==> src/rtl/spi_mem_port.sv <==
// spi_mem_port: SPI master bridging CPU fetch/load/store requests to a serial
// flash (instruction reads, cs1) and a serial RAM (data reads and all writes, cs2).
// Each transfer is an 8-bit command (0x03 read, 0x02 write), a 24-bit address and
// 1/2/4 data bytes. SPI mode 0, two clk cycles per bit.
//
// Ports:
//   clk, rst            - clock, synchronous active-high reset
//   start_request       - held high by the CPU for the whole transaction
//   is_write            - 1 = write, 0 = read
//   is_data_fetch       - 1 = RAM data read, 0 = flash instruction read
//   num_bytes           - 1, 2 or 4; anything else completes with no SPI traffic
//   target_address      - byte address, [23:0] transmitted
//   write_value         - write bytes, sent from [31:24] downward
//   miso                - serial data from memory
//   sclk, mosi          - SPI clock / data out
//   cs1, cs2            - flash / RAM chip selects, active low
//   fetched_instruction - last completed instruction read (little-endian)
//   fetched_data        - last completed data read (little-endian)
//   request_done        - transfer complete, held until start_request drops
module spi_mem_port (
    input  logic        clk,
    input  logic        rst,
    input  logic        start_request,
    input  logic        is_write,
    input  logic        is_data_fetch,
    input  logic [2:0]  num_bytes,
    input  logic [31:0] target_address,
    input  logic [31:0] write_value,
    input  logic        miso,
    output logic        sclk,
    output logic        mosi,
    output logic        cs1,
    output logic        cs2,
    output logic [31:0] fetched_instruction,
    output logic [31:0] fetched_data,
    output logic        request_done
);

    typedef enum logic [2:0] {IDLE, CMD, ADDR, DATA, DONE} state_t;

    state_t      state_q, state_d;
    logic        phase_q, phase_d;       // 0: sclk low, 1: sclk high
    logic [6:0]  bit_cnt_q, bit_cnt_d;   // bits completed, 0..N
    logic [6:0]  nbits_q, nbits_d;       // N = 32 + 8*num_bytes
    logic        wr_q, wr_d;
    logic        df_q, df_d;
    logic [2:0]  nb_q, nb_d;
    logic [63:0] tx_q, tx_d;             // {cmd, addr, write data}, shifted out MSB first
    logic [31:0] rx_q, rx_d;             // received bits, first byte ends up most significant
    logic        sclk_q, sclk_d;
    logic        mosi_q, mosi_d;
    logic        cs1_q, cs1_d;
    logic        cs2_q, cs2_d;
    logic        done_q, done_d;
    logic [31:0] finst_q, finst_d;
    logic [31:0] fdata_q, fdata_d;

    logic        nb_legal;
    logic        use_ram;
    logic [7:0]  cmd;
    logic [6:0]  bit_nxt;
    logic [31:0] rx_le;

    assign nb_legal = (num_bytes == 3'd1) || (num_bytes == 3'd2) || (num_bytes == 3'd4);
    assign use_ram  = is_write || is_data_fetch;
    assign cmd      = is_write ? 8'h02 : 8'h03;
    assign bit_nxt  = bit_cnt_q + 7'd1;

    // The shift register holds byte 0 in its most significant used byte;
    // reorder so byte k lands in [8k+7:8k].
    always_comb begin
        rx_le = 32'h0;
        for (int k = 0; k < 4; k++) begin
            if (k < int'(nb_q))
                rx_le[8*k +: 8] = 8'(rx_q >> (8 * (int'(nb_q) - 1 - k)));
        end
    end

    always_comb begin
        state_d   = state_q;
        phase_d   = phase_q;
        bit_cnt_d = bit_cnt_q;
        nbits_d   = nbits_q;
        wr_d      = wr_q;
        df_d      = df_q;
        nb_d      = nb_q;
        tx_d      = tx_q;
        rx_d      = rx_q;
        sclk_d    = sclk_q;
        mosi_d    = mosi_q;
        cs1_d     = cs1_q;
        cs2_d     = cs2_q;
        done_d    = done_q;
        finst_d   = finst_q;
        fdata_d   = fdata_q;

        case (state_q)
            IDLE: begin
                done_d = 1'b0;
                if (start_request) begin
                    wr_d = is_write;
                    df_d = is_data_fetch;
                    nb_d = num_bytes;
                    if (!nb_legal) begin
                        state_d = DONE;
                        done_d  = 1'b1;
                    end else begin
                        state_d   = CMD;
                        phase_d   = 1'b0;
                        bit_cnt_d = 7'd0;
                        nbits_d   = 7'd32 + 7'({num_bytes, 3'b000});
                        tx_d      = {cmd, target_address[23:0], is_write ? write_value : 32'h0};
                        rx_d      = 32'h0;
                        sclk_d    = 1'b0;
                        mosi_d    = cmd[7];
                        cs1_d     = use_ram;
                        cs2_d     = !use_ram;
                    end
                end
            end

            CMD, ADDR, DATA: begin
                if (!start_request) begin
                    state_d   = IDLE;
                    phase_d   = 1'b0;
                    bit_cnt_d = 7'd0;
                    sclk_d    = 1'b0;
                    mosi_d    = 1'b0;
                    cs1_d     = 1'b1;
                    cs2_d     = 1'b1;
                end else if (state_q == DATA && bit_cnt_q == nbits_q) begin
                    // Tail cycle: bus already released, commit the result.
                    state_d   = DONE;
                    bit_cnt_d = 7'd0;
                    done_d    = 1'b1;
                    if (!wr_q) begin
                        if (df_q) fdata_d = rx_le;
                        else      finst_d = rx_le;
                    end
                end else if (!phase_q) begin
                    sclk_d  = 1'b1;
                    phase_d = 1'b1;
                    if (state_q == DATA && !wr_q)
                        rx_d = {rx_q[30:0], miso};
                end else begin
                    sclk_d    = 1'b0;
                    phase_d   = 1'b0;
                    bit_cnt_d = bit_nxt;
                    tx_d      = {tx_q[62:0], 1'b0};
                    mosi_d    = tx_q[62];
                    if (bit_nxt == 7'd8)  state_d = ADDR;
                    if (bit_nxt == 7'd32) state_d = DATA;
                    if (bit_nxt == nbits_q) begin
                        mosi_d = 1'b0;
                        cs1_d  = 1'b1;
                        cs2_d  = 1'b1;
                    end
                end
            end

            DONE: begin
                sclk_d = 1'b0;
                mosi_d = 1'b0;
                cs1_d  = 1'b1;
                cs2_d  = 1'b1;
                if (!start_request) begin
                    state_d = IDLE;
                    done_d  = 1'b0;
                end
            end

            default: state_d = IDLE;
        endcase
    end

    always_ff @(posedge clk) begin
        if (rst) begin
            state_q   <= IDLE;
            phase_q   <= 1'b0;
            bit_cnt_q <= 7'd0;
            nbits_q   <= 7'd0;
            wr_q      <= 1'b0;
            df_q      <= 1'b0;
            nb_q      <= 3'd0;
            tx_q      <= 64'h0;
            rx_q      <= 32'h0;
            sclk_q    <= 1'b0;
            mosi_q    <= 1'b0;
            cs1_q     <= 1'b1;
            cs2_q     <= 1'b1;
            done_q    <= 1'b0;
            finst_q   <= 32'h0;
            fdata_q   <= 32'h0;
        end else begin
            state_q   <= state_d;
            phase_q   <= phase_d;
            bit_cnt_q <= bit_cnt_d;
            nbits_q   <= nbits_d;
            wr_q      <= wr_d;
            df_q      <= df_d;
            nb_q      <= nb_d;
            tx_q      <= tx_d;
            rx_q      <= rx_d;
            sclk_q    <= sclk_d;
            mosi_q    <= mosi_d;
            cs1_q     <= cs1_d;
            cs2_q     <= cs2_d;
            done_q    <= done_d;
            finst_q   <= finst_d;
            fdata_q   <= fdata_d;
        end
    end

    assign sclk                = sclk_q;
    assign mosi                = mosi_q;
    assign cs1                 = cs1_q;
    assign cs2                 = cs2_q;
    assign request_done        = done_q;
    assign fetched_instruction = finst_q;
    assign fetched_data        = fdata_q;

endmodule

==> config.mk <==
export PLATFORM = sky130hd
export DESIGN_NAME = spi_mem_port
export DESIGN_NICKNAME = d
export VERILOG_FILES = /design/src/rtl/spi_mem_port.sv
export SDC_FILE = /design/constraint.sdc
export NUM_CORES = 1
export LEC_CHECK = 0
export ABC_AREA = 1
export BUFFER_PORTS_ARGS = -buffer_cell sky130_fd_sc_hd__buf_2
export CAP_MARGIN = 20
export CELL_PAD_IN_SITES_DETAIL_PLACEMENT = 0
export CELL_PAD_IN_SITES_GLOBAL_PLACEMENT = 1
export CORE_ASPECT_RATIO = 1.4
export CORE_UTILIZATION = 40
export DETAILED_ROUTE_END_ITERATION = 8
export GPL_TIMING_DRIVEN = 0
export PLACE_DENSITY = 0.76
export SETUP_SLACK_MARGIN = 0.4
export SKIP_CTS_REPAIR_TIMING = 1
export SYNTH_ARGS = -nofsm -noshare
export SYNTH_HDL_FRONTEND = slang
export SYNTH_SLANG_ARGS = --single-unit
==> constraint.sdc <==
create_clock -name clk -period 5.05 [get_ports clk]
set_clock_uncertainty 0.15 [all_clocks]
set_input_delay 0.2525 -clock clk [delete_from_list [all_inputs] [get_ports clk]]
set_output_delay 0.2525 -clock clk [all_outputs]
set_load 0.02 [all_outputs]
==> summary.txt, run 1 <==
Status = complete, but fails checks
Failing checks = negative hold slack
Fmax = 315.1 MHz
Fin nets = 1558
Pleak = 4.626 nW
Yosys reg bits = 184
Largest net degree at the start of global routing = 19
Final period utilization = 0.6284
RSZ-0062 raised after global routing = false
Sw Pwr = 2.470 mW
Synth Area in Adders = 0.01288
Post-DR wirelength/cell = 16.71 µm
Via count = 9295
Root buf cell = clkbuf_16
Fraction of layout instances using a drive strength above 1 = 0.1491
Worst Path Max Fanout = 11
Total GRT Usage = 0.2620
Primary FF master, synth = dfxtp_1
Worst-Margin Slew = 0.6614 ns
WS Path Type = register to register
Area Growth Syn to Fin = 24.71%
Mapped Nets = 1349
CTS tree = yes
Initial Util = 0.4108
Row Count = 63
Critical Path Start Type = register
H-tree levels = 4
Async SR Flop Fraction = 0
Power per cell area = 512.6 nW/µm²
CP arrival = 3.41 ns
Slew Limit Fails = 0
Gate Count Post-Synth = 1267
ANT nets after route = 0
Most common cell after layout, fill and taps aside = nand2_1
Hold slack = -0.008143 ns
Post-Synth Simple-Gate Area = 0.2559
RePlAce Congestion = 0.9603
Post-synth cell types = 36
Post-synth top area cell = dfxtp_1
Combinational family with the most area after synthesis = simple AND/OR/NAND/NOR gates
DR vias/cell = 5.314
Top Ports = 142
Clk_lat worst skew = 0.45 ns
IO buf count = 131
Compound-Gate Fraction of Synth Area = 0.2297
Most area-consuming cells after synthesis = dfxtp_1, o21ai_0, nand2_1
Residual DRC = 0
Slew headroom = 0.5591
Ys Warns = 0
Setup violators final = 0
Die area = 22460 µm²
Clk sinks = 184
Sequential share of the synthesized area = 0.4213
EDFF count, synth = 0
Post-synth design cell area = 8743 µm²
Ant diodes = 0
Total power = 5.590 mW
Num CTS Buffers = 17
Clock Path Buffers = 2
Pre-Repair DR Iteration Count = 6
Critical Path RT = 5.29 ns
First DRT Iteration DRCs = 675
XOR/XNOR share of the synthesized area = 0.003005
Int Power = 3.119 mW
Reg power frac = 0.343
Clock power share = 0.243
Tightest Hold Check Type = input port to register
Post-DP HPWL = 21.98 mm
Post-Route WL = 29.22 mm
Final global-route overflow total = 0
Final Hold Vio Count = 1
Power share of the combinational group = 0.414
Sw Ratio = 0.4419
Finished Core Util = 0.5123
First-pass GRT wire length = 45.71 mm
Initial antenna violation count = 0
Die Width = 127.0 µm
Synth top area share = 0.4213
Syn Area/Cell = 6.901 µm²
Vias in the first global route = 8632
Final min period = 3.174 ns
Setup TNS = 0 ns
Mux cell area share after synthesis = 0.002290
VDD IR-drop max = 300.4 µV
Most frequent cells in the layout = nand2_1, o21ai_0, dfxtp_1, buf_2, nor2_1
Die Span Y = 176.9 µm
Clock transition at path regs = 0.08 ns
Core Region = 21280 µm²
Max cap viols = 0
Setup crit end kind = register
[worst paths after layout]
check                                  start              end  slack (ns)  depth (start not counted)
worst min register to register      tx_q[59]         tx_q[59]        0.32                          2
worst max register to register       nb_q[0]  fetched_data[9]        1.88                         12
worst max-delay path                 nb_q[0]  fetched_data[9]        1.88                         12
worst min-delay path            num_bytes[0]          nb_q[0]      -0.008                          3
[through the flow]
step | instance area, µm² | cells | setup WS [ns] | hold slack [ns]
after floorplan | 8743 | 1267 | 2.491 | 0.2627
after global placement | 9724 | 1658 | 1.873 | 0.3003
after detailed placement | 9724 | 1658 | 1.894 | 0.3062
after CTS | 10310 | 1690 | 1.859 | -0.08870
after global routing | 10900 | 1749 | 1.567 | 0.0005002
final | 10900 | 1749 | 1.876 | -0.008143
[final cells by class]
cell class	instances	area, µm²
plain buffers	83	370.4
multi-input cells	924	4404
repair buffers	190	1246
fillers	2214	10380
inverters	76	285.3
flip-flops and latches	184	3684
clock inverters	14	160.2
well taps	260	325.3
clock buffers	18	429.2
[Yosys cell counts, types with 2 or more instances]
master and instances:
dfxtp_1 184, nor3_4 2, nand2_2 3, nor3_1 10, nor2_2 6, clkbuf_2 3
nand2_1 246, a31oi_1 57, buf_4 9, o211a_1 2, xor2_1 2, inv_1 63
inv_2 13, o22ai_1 4, nand3_1 106, ha_1 9, nand3_2 2, o21ai_1 7
o21ai_0 194, buf_1 5, buf_2 17, a21oi_1 110, mux2i_1 2, nor2_1 148
nand4_1 3, nor2_4 2, clkbuf_1 49
[critical path, stage by stage (launching register included)]
cell and delay [ns]:
dfxtp_1 0.32, buf_2 0.18, inv_1 0.12, clkbuf_1 0.37, ha_1 0.40, nand2_1 0.21, inv_2 0.13, nor2_2 0.31
buf_2 0.28, nand2_1 0.08, a21oi_1 0.29, o21ai_0 0.16, nor2_1 0.12
[power by group through the flow]
stage | logic (mW) | clock network (mW) | registers [mW]
after floorplan | 1.62 | 0 | 1.92
after global placement | 2.26 | 0 | 1.94
after detailed placement | 2.26 | 0 | 1.94
after CTS | 2.27 | 1.38 | 1.91
after global routing | 2.59 | 1.44 | 1.96
final | 2.31 | 1.36 | 1.92
[sequential cells by signal, summed over array words and instances, names as in the netlist]
name	flops
wr_q	1
phase_q	1
nbits_q	4
fetched_data	32
rx_q	32
fetched_instruction	32
request_done	1
sclk	1
mosi	1
nb_q	3
cs1	1
tx_q	63
cs2	1
df_q	1
bit_cnt_q	7
state_q	3
[routing by layer]
layer / up-vias / track usage / share of wire
met1: 4337 / 0.2978 / 0.41
li1: 4691 / - / -
met3: 46 / 0.04504 / 0.036
met2: 221 / 0.4844 / 0.53
met5: - / 0 / 0
met4: 0 / 0.09970 / 0.029
[cells by family after synthesis]
logic type               count (synthesis)
buffers and inverters                  159
multiplexers                             2
AND/OR/NAND/NOR                        530
AO/OA/AOI/OAI                          380
XOR/XNOR                                 3
flip-flops                             184
adder cells (fa/ha/maj)                  9
Note: power is estimated with default switching activity, not from simulation.
==> run 2: changes to the inputs <==
==> constraint.sdc (replaced) <==
create_clock -name clk -period 2.94 [get_ports clk]
set_clock_uncertainty 0.15 [all_clocks]
set_input_delay 0.147 -clock clk [delete_from_list [all_inputs] [get_ports clk]]
set_output_delay 0.147 -clock clk [all_outputs]
set_load 0.02 [all_outputs]
==> run 2 against run 1 <==
Net effect: the flow now finishes without violations; critical path depth up 2; first-iteration DRC count decreased by 18%; sequential power is 72% higher; register-to-register slack got worse by 1.4 ns; highest routed layer unchanged.
==> summary.txt, run 2 (synthesis results as in run 1) <==
Clk sinks = 184 (unchanged)
VDD IR-drop max = 438.0 µV (was 300.4 µV)
Slew headroom = 0.5763 (was 0.5591)
Final min period = 2.512 ns (was 3.174 ns)
Hold slack = 0.03434 ns (was -0.008143 ns)
RSZ-0062 raised after global routing = true (was false)
Critical Path Start Type = register (unchanged)
ANT nets after route = 0 (unchanged)
Final period utilization = 0.8544 (was 0.6284)
Most used cell along the critical path = nor2_1
IO buf count = 131 (unchanged)
WS Path Type = register to register (unchanged)
Num CTS Buffers = 17 (unchanged)
Clock Path Buffers = 2 (unchanged)
Pleak = 4.741 nW (was 4.626 nW)
Total GRT Usage = 0.2597 (was 0.2620)
Initial Util = 0.4108 (unchanged)
Setup crit end kind = register (unchanged)
CP max stage delay = 0.34 ns (was 0.40 ns)
Root buf cell = clkbuf_16 (unchanged)
Critical Path RT = 3.17 ns (was 5.29 ns)
Largest register FFs = 63 (unchanged)
First-pass GRT wire length = 45.23 mm (was 45.71 mm)
RePlAce Congestion = 0.9096 (was 0.9603)
Most frequent cells in the layout = nand2_1, o21ai_0, dfxtp_1, buf_2, nor2_1 (unchanged)
Post-DR wirelength/cell = 16.68 µm (was 16.71 µm)
Pre-Repair DR Iteration Count = 5 (was 6)
Power per cell area = 879.2 nW/µm² (was 512.6 nW/µm²)
Slew Limit Fails = 0 (unchanged)
Most common cell after layout, fill and taps aside = nand2_1 (unchanged)
Fraction of layout instances using a drive strength above 1 = 0.1765 (was 0.1491)
Status = completed (was complete, but fails checks)
Die Span Y = 176.9 µm (unchanged)
CP max-delay cell = dfxtp_2 (was ha_1)
Post-Route WL = 29.37 mm (was 29.22 mm)
Die area = 22460 µm² (unchanged)
Critical path origin = nb_q[0] (unchanged)
H-tree levels = 4 (unchanged)
Via count = 9319 (was 9295)
DR vias/cell = 5.292 (was 5.314)
Finished Core Util = 0.5280 (was 0.5123)
CP arrival = 2.74 ns (was 3.41 ns)
Final Hold Vio Count = 0 (was 1)
Fmax = 398.1 MHz (was 315.1 MHz)
Tightest Hold Check Type = input port to register (unchanged)
Worst-Margin Slew = 0.6355 ns (was 0.6614 ns)
Core Region = 21280 µm² (unchanged)
Area Growth Syn to Fin = 28.53% (was 24.71%)
Post-DP HPWL = 22.02 mm (was 21.98 mm)
Worst Path Max Fanout = 8 (was 11)
Setup violators final = 0 (unchanged)
Row Count = 63 (unchanged)
Hold Startpoint = rst (was num_bytes[0])
Fin nets = 1570 (was 1558)
Vias in the first global route = 8669 (was 8632)
Final global-route overflow total = 0 (unchanged)
Clock transition at path regs = 0.07 ns (was 0.08 ns)
First DRT Iteration DRCs = 551 (was 675)
Largest reg by FF count = tx_q (unchanged)
Max cap viols = 0 (unchanged)
Initial antenna violation count = 0 (unchanged)
Ant diodes = 0 (unchanged)
Top Ports = 142 (unchanged)
Die Width = 127.0 µm (unchanged)
Residual DRC = 0 (unchanged)
Clk_lat worst skew = 0.44 ns (was 0.45 ns)
Fillers = 2208 (was 2214)
Largest net degree at the start of global routing = 17 (was 19)
Worst path cell trace = buf_6 > inv_4 > buf_6 > ha_4 > xor2_4 > inv_2 > ha_4 > nor2_1 > nand3_1 > nor2_2 > o21ai_4 > a21oi_1 > nor2_1 > nor2_1 (was buf_2 > inv_1 > clkbuf_1 > ha_1 > nand2_1 > inv_2 > nor2_2 > buf_2 > nand2_1 > a21oi_1 > o21ai_0 > nor2_1)
Worst r2r src = nb_q[0] (unchanged)
CTS tree = yes (unchanged)
run 2: cell count changes in the layout (fill, tap and decap cells not counted), sizes merged:
cell	change
inv	-3
dlygate4sd3	+3
buf	+7
bufinv	+2
clkbuf	+3
run 2: path summary, 6_finish.rpt:
path,end,slack [ns],depth (start not counted)
worst max-delay path,fetched_data[19],0.43,14
worst min-delay path,bit_cnt_q[6],0.03,2
worst max register to register,fetched_data[19],0.43,14
worst min register to register,tx_q[59],0.32,2
run 2: critical path: cells and delay by family, from the launching register on:
kind / cells / cell delay, ns
simple gates: 5 / 0.54
buf+inv: 4 / 0.41
fa+ha+maj: 2 / 0.40
compound gates: 2 / 0.38
flops: 1 / 0.34
xor+xnor: 1 / 0.24
run 2: layer usage:
| layer | wire length, µm | global-route usage | vias to the layer above |
|---|---|---|---|
| met5 | 0 | 0 | - |
| met4 | 1068 | 0.1176 | 0 |
| met1 | 11770 | 0.2865 | 4314 |
| met3 | 994 | 0.04141 | 49 |
| met2 | 15540 | 0.4844 | 235 |
| li1 | - | - | 4721 |
run 2: per-stage QoR:
stage | power [mW] | instances | cell area, µm² | TNS, ns | setup WS [ns]
floorplan | 6.094 | 1267 | 8745 | 0 | 0.4814
global placement | 7.202 | 1658 | 9726 | -0.5086 | -0.1546
detailed placement | 7.216 | 1658 | 9726 | -0.7837 | -0.1402
CTS | 9.623 | 1690 | 10330 | -1.039 | -0.1598
global route | 10.59 | 1761 | 11240 | 0 | 0.2923
finish | 9.881 | 1761 | 11240 | 0 | 0.4282
run 2: power by group:
part / switching (mW) / internal [mW] / leakage (nW)
combinational: 2.89 / 1.29 / 2.96
sequential: 0.310 / 2.99 / 1.50
clock: 1.06 / 1.35 / 0.290
total: 4.26 / 5.62 / 4.74
run 2: cell type report:
| type | count | area [µm²] | share of cell area |
|---|---|---|---|
| Inverter | 76 | 290.3 | 0.02583 |
| Buffer | 83 | 397.9 | 0.03540 |
| Sequential cell | 184 | 3685 | 0.3279 |
| Clock inverter | 13 | 170.2 | 0.01514 |
| Multi-Input combinational cell | 924 | 4581 | 0.4076 |
| Tap cell | 260 | 325.3 | 0.02895 |
| Clock buffer | 19 | 432.9 | 0.03852 |
| Timing Repair Buffer | 202 | 1356 | 0.1207 |
==> run 3: changes to the inputs <==
==> constraint.sdc (replaced) <==
create_clock -name clk -period 2.54 [get_ports clk]
set_clock_uncertainty 0.15 [all_clocks]
set_input_delay 0.127 -clock clk [delete_from_list [all_inputs] [get_ports clk]]
set_output_delay 0.127 -clock clk [all_outputs]
set_load 0.02 [all_outputs]
==> run 3 against run 2 <==
Net effect: clock power rose by 14%; via count rose by 3.2%; register-to-register slack got worse by 0.22 ns; first-iteration DRC count rose by 21%.
==> summary.txt, run 3 (synthesis results as in run 1) <==
Pleak = 5.060 nW (was 4.741 nW)
WS Path Type = register to register (unchanged)
Clk_lat worst skew = 0.44 ns (about the same)
Sw Ratio = 0.4336 (was 0.4308)
Power share of the combinational group = 0.479 (was 0.423)
Initial antenna violation count = 0 (unchanged)
First-pass GRT wire length = 45.89 mm (was 45.23 mm)
Largest reg by FF count = tx_q (unchanged)
Fmax = 429.2 MHz (was 398.1 MHz)
Post-DR wirelength/cell = 17.24 µm (was 16.68 µm)
Vias in the first global route = 8656 (was 8669)
CTS tree = yes (unchanged)
Critical Path Start Type = register (unchanged)
Largest register FFs = 63 (unchanged)
Ant diodes = 0 (unchanged)
Final min period = 2.330 ns (was 2.512 ns)
Post-DP HPWL = 22.12 mm (was 22.02 mm)
Max cap viols = 0 (unchanged)
Clk sinks = 184 (unchanged)
Slew headroom = 0.4632 (was 0.5763)
Largest net degree at the start of global routing = 17 (unchanged)
Power per cell area = 1029 nW/µm² (was 879.2 nW/µm²)
Final global-route overflow total = 0 (unchanged)
Status = completed (unchanged)
Residual DRC = 0 (unchanged)
Most frequent cells in the layout = nand2_1, dfxtp_1, o21ai_0, buf_2, nor2_1 (was nand2_1, o21ai_0, dfxtp_1, buf_2, nor2_1)
Tightest Hold Check Type = input port to register (unchanged)
Most common cell after layout, fill and taps aside = nand2_1 (unchanged)
Critical Path RT = 2.77 ns (was 3.17 ns)
Area Growth Syn to Fin = 40.78% (was 28.53%)
First DRT Iteration DRCs = 667 (was 551)
Reg power frac = 0.304 (was 0.334)
Num CTS Buffers = 17 (unchanged)
Initial Util = 0.4108 (unchanged)
ANT nets after route = 0 (unchanged)
Die area = 22460 µm² (unchanged)
Total power = 12.67 mW (was 9.881 mW)
RePlAce Congestion = 0.9021 (was 0.9096)
Slew Limit Fails = 0 (unchanged)
Final Hold Vio Count = 0 (unchanged)
Sw Pwr = 5.493 mW (was 4.257 mW)
Post-Route WL = 31.10 mm (was 29.37 mm)
VDD IR-drop max = 574.8 µV (was 438.0 µV)
Clock power share = 0.217 (was 0.244)
Row Count = 63 (unchanged)
Setup violators final = 0 (unchanged)
Setup crit end kind = register (unchanged)
Int Power = 7.176 mW (was 5.624 mW)
Clock transition at path regs = 0.07 ns (about the same)
Fin nets = 1613 (was 1570)
Core Region = 21280 µm² (unchanged)
Clock Path Buffers = 2 (unchanged)
Top Ports = 142 (unchanged)
Pre-Repair DR Iteration Count = 5 (unchanged)
Worst Path Max Fanout = 8 (unchanged)
IO buf count = 131 (unchanged)
Final period utilization = 0.9173 (was 0.8544)
Via count = 9617 (was 9319)
Setup TNS = 0 ns (unchanged)
Worst-Margin Slew = 0.7968 ns (was 0.6355 ns)
Die Width = 127.0 µm (unchanged)
Die Span Y = 176.9 µm (unchanged)
Total GRT Usage = 0.2667 (was 0.2597)
CP arrival = 2.56 ns (was 2.74 ns)
RSZ-0062 raised after global routing = true (unchanged)
H-tree levels = 4 (unchanged)
Fraction of layout instances using a drive strength above 1 = 0.2545 (was 0.1765)
Root buf cell = clkbuf_16 (unchanged)
DR vias/cell = 5.331 (was 5.292)
## run 3: cell count changes in the layout (fill, tap and decap cells not counted), sizes merged
cell / change
inv: -1
dlygate4sd3: +1
clkinv: +1
buf: +43
bufinv: -1
clkinvlp: -1
clkbuf: +1
## run 3: power by group through the flow
stage	Sequential [mW]	Clock (mW)	Combinational (mW)
global placement	3.86	0	4.67
floorplan	3.83	0	3.36
global route	3.91	2.90	6.64
CTS	3.81	2.80	4.69
finish	3.85	2.75	6.07
detailed placement	3.87	0	4.68
## run 3: worst paths after layout
check | startpoint | end | slack (ns) | cells past startpoint
worst max register to register | nb_q[0] | fetched_data[19] | 0.21 | 14
worst min-delay path | is_write | tx_q[24] | 0.03 | 3
worst min register to register | cs2 | cs2 | 0.32 | 2
worst max-delay path | nb_q[0] | fetched_data[19] | 0.21 | 14
## run 3: cell type report
class | instances | area (µm²)
Inverter | 76 | 322.8
Timing Repair Buffer | 245 | 1818
Clock buffer | 21 | 460.4
Multi-Input combinational cell | 924 | 5009
Tap cell | 260 | 325.3
Buffer | 83 | 530.5
Fill cell | 2082 | 8974
Sequential cell | 184 | 3704
Clock inverter | 11 | 140.1
## run 3: per-stage QoR
stage / std cells / worst slack (ns) / utilization / cell area (µm²) / hold WS (ns)
after floorplan: 1267 / 0.3510 / - / 8864 / 0.1368
after global placement: 1658 / -0.1696 / 0.4626 / 9844 / 0.2578
after detailed placement: 1658 / -0.1775 / 0.4626 / 9844 / 0.2560
after CTS: 1690 / -0.2010 / 0.4908 / 10450 / -0.2181
after global routing: 1804 / 0.06899 / 0.5784 / 12310 / 0.06899
final: 1804 / 0.2101 / 0.5784 / 12310 / 0.03182
## run 3: critical path: stages, from the launching register on
cell and delay [ns]:
dfxtp_4 0.35, buf_8 0.12, inv_6 0.05, buf_8 0.10, ha_4 0.16, xor2_4 0.18
inv_2 0.08, ha_4 0.24, nor2_2 0.07, nand3_1 0.08, nor2_2 0.13, o21ai_4 0.17
a21oi_4 0.22, nor2_1 0.07, nor2_1 0.10
## run 3: routing by layer
metal  track usage  share of wire
met1        0.2939           0.40
met3       0.04262          0.039
met5             0              0
met4        0.1324          0.040
met2        0.4924           0.53
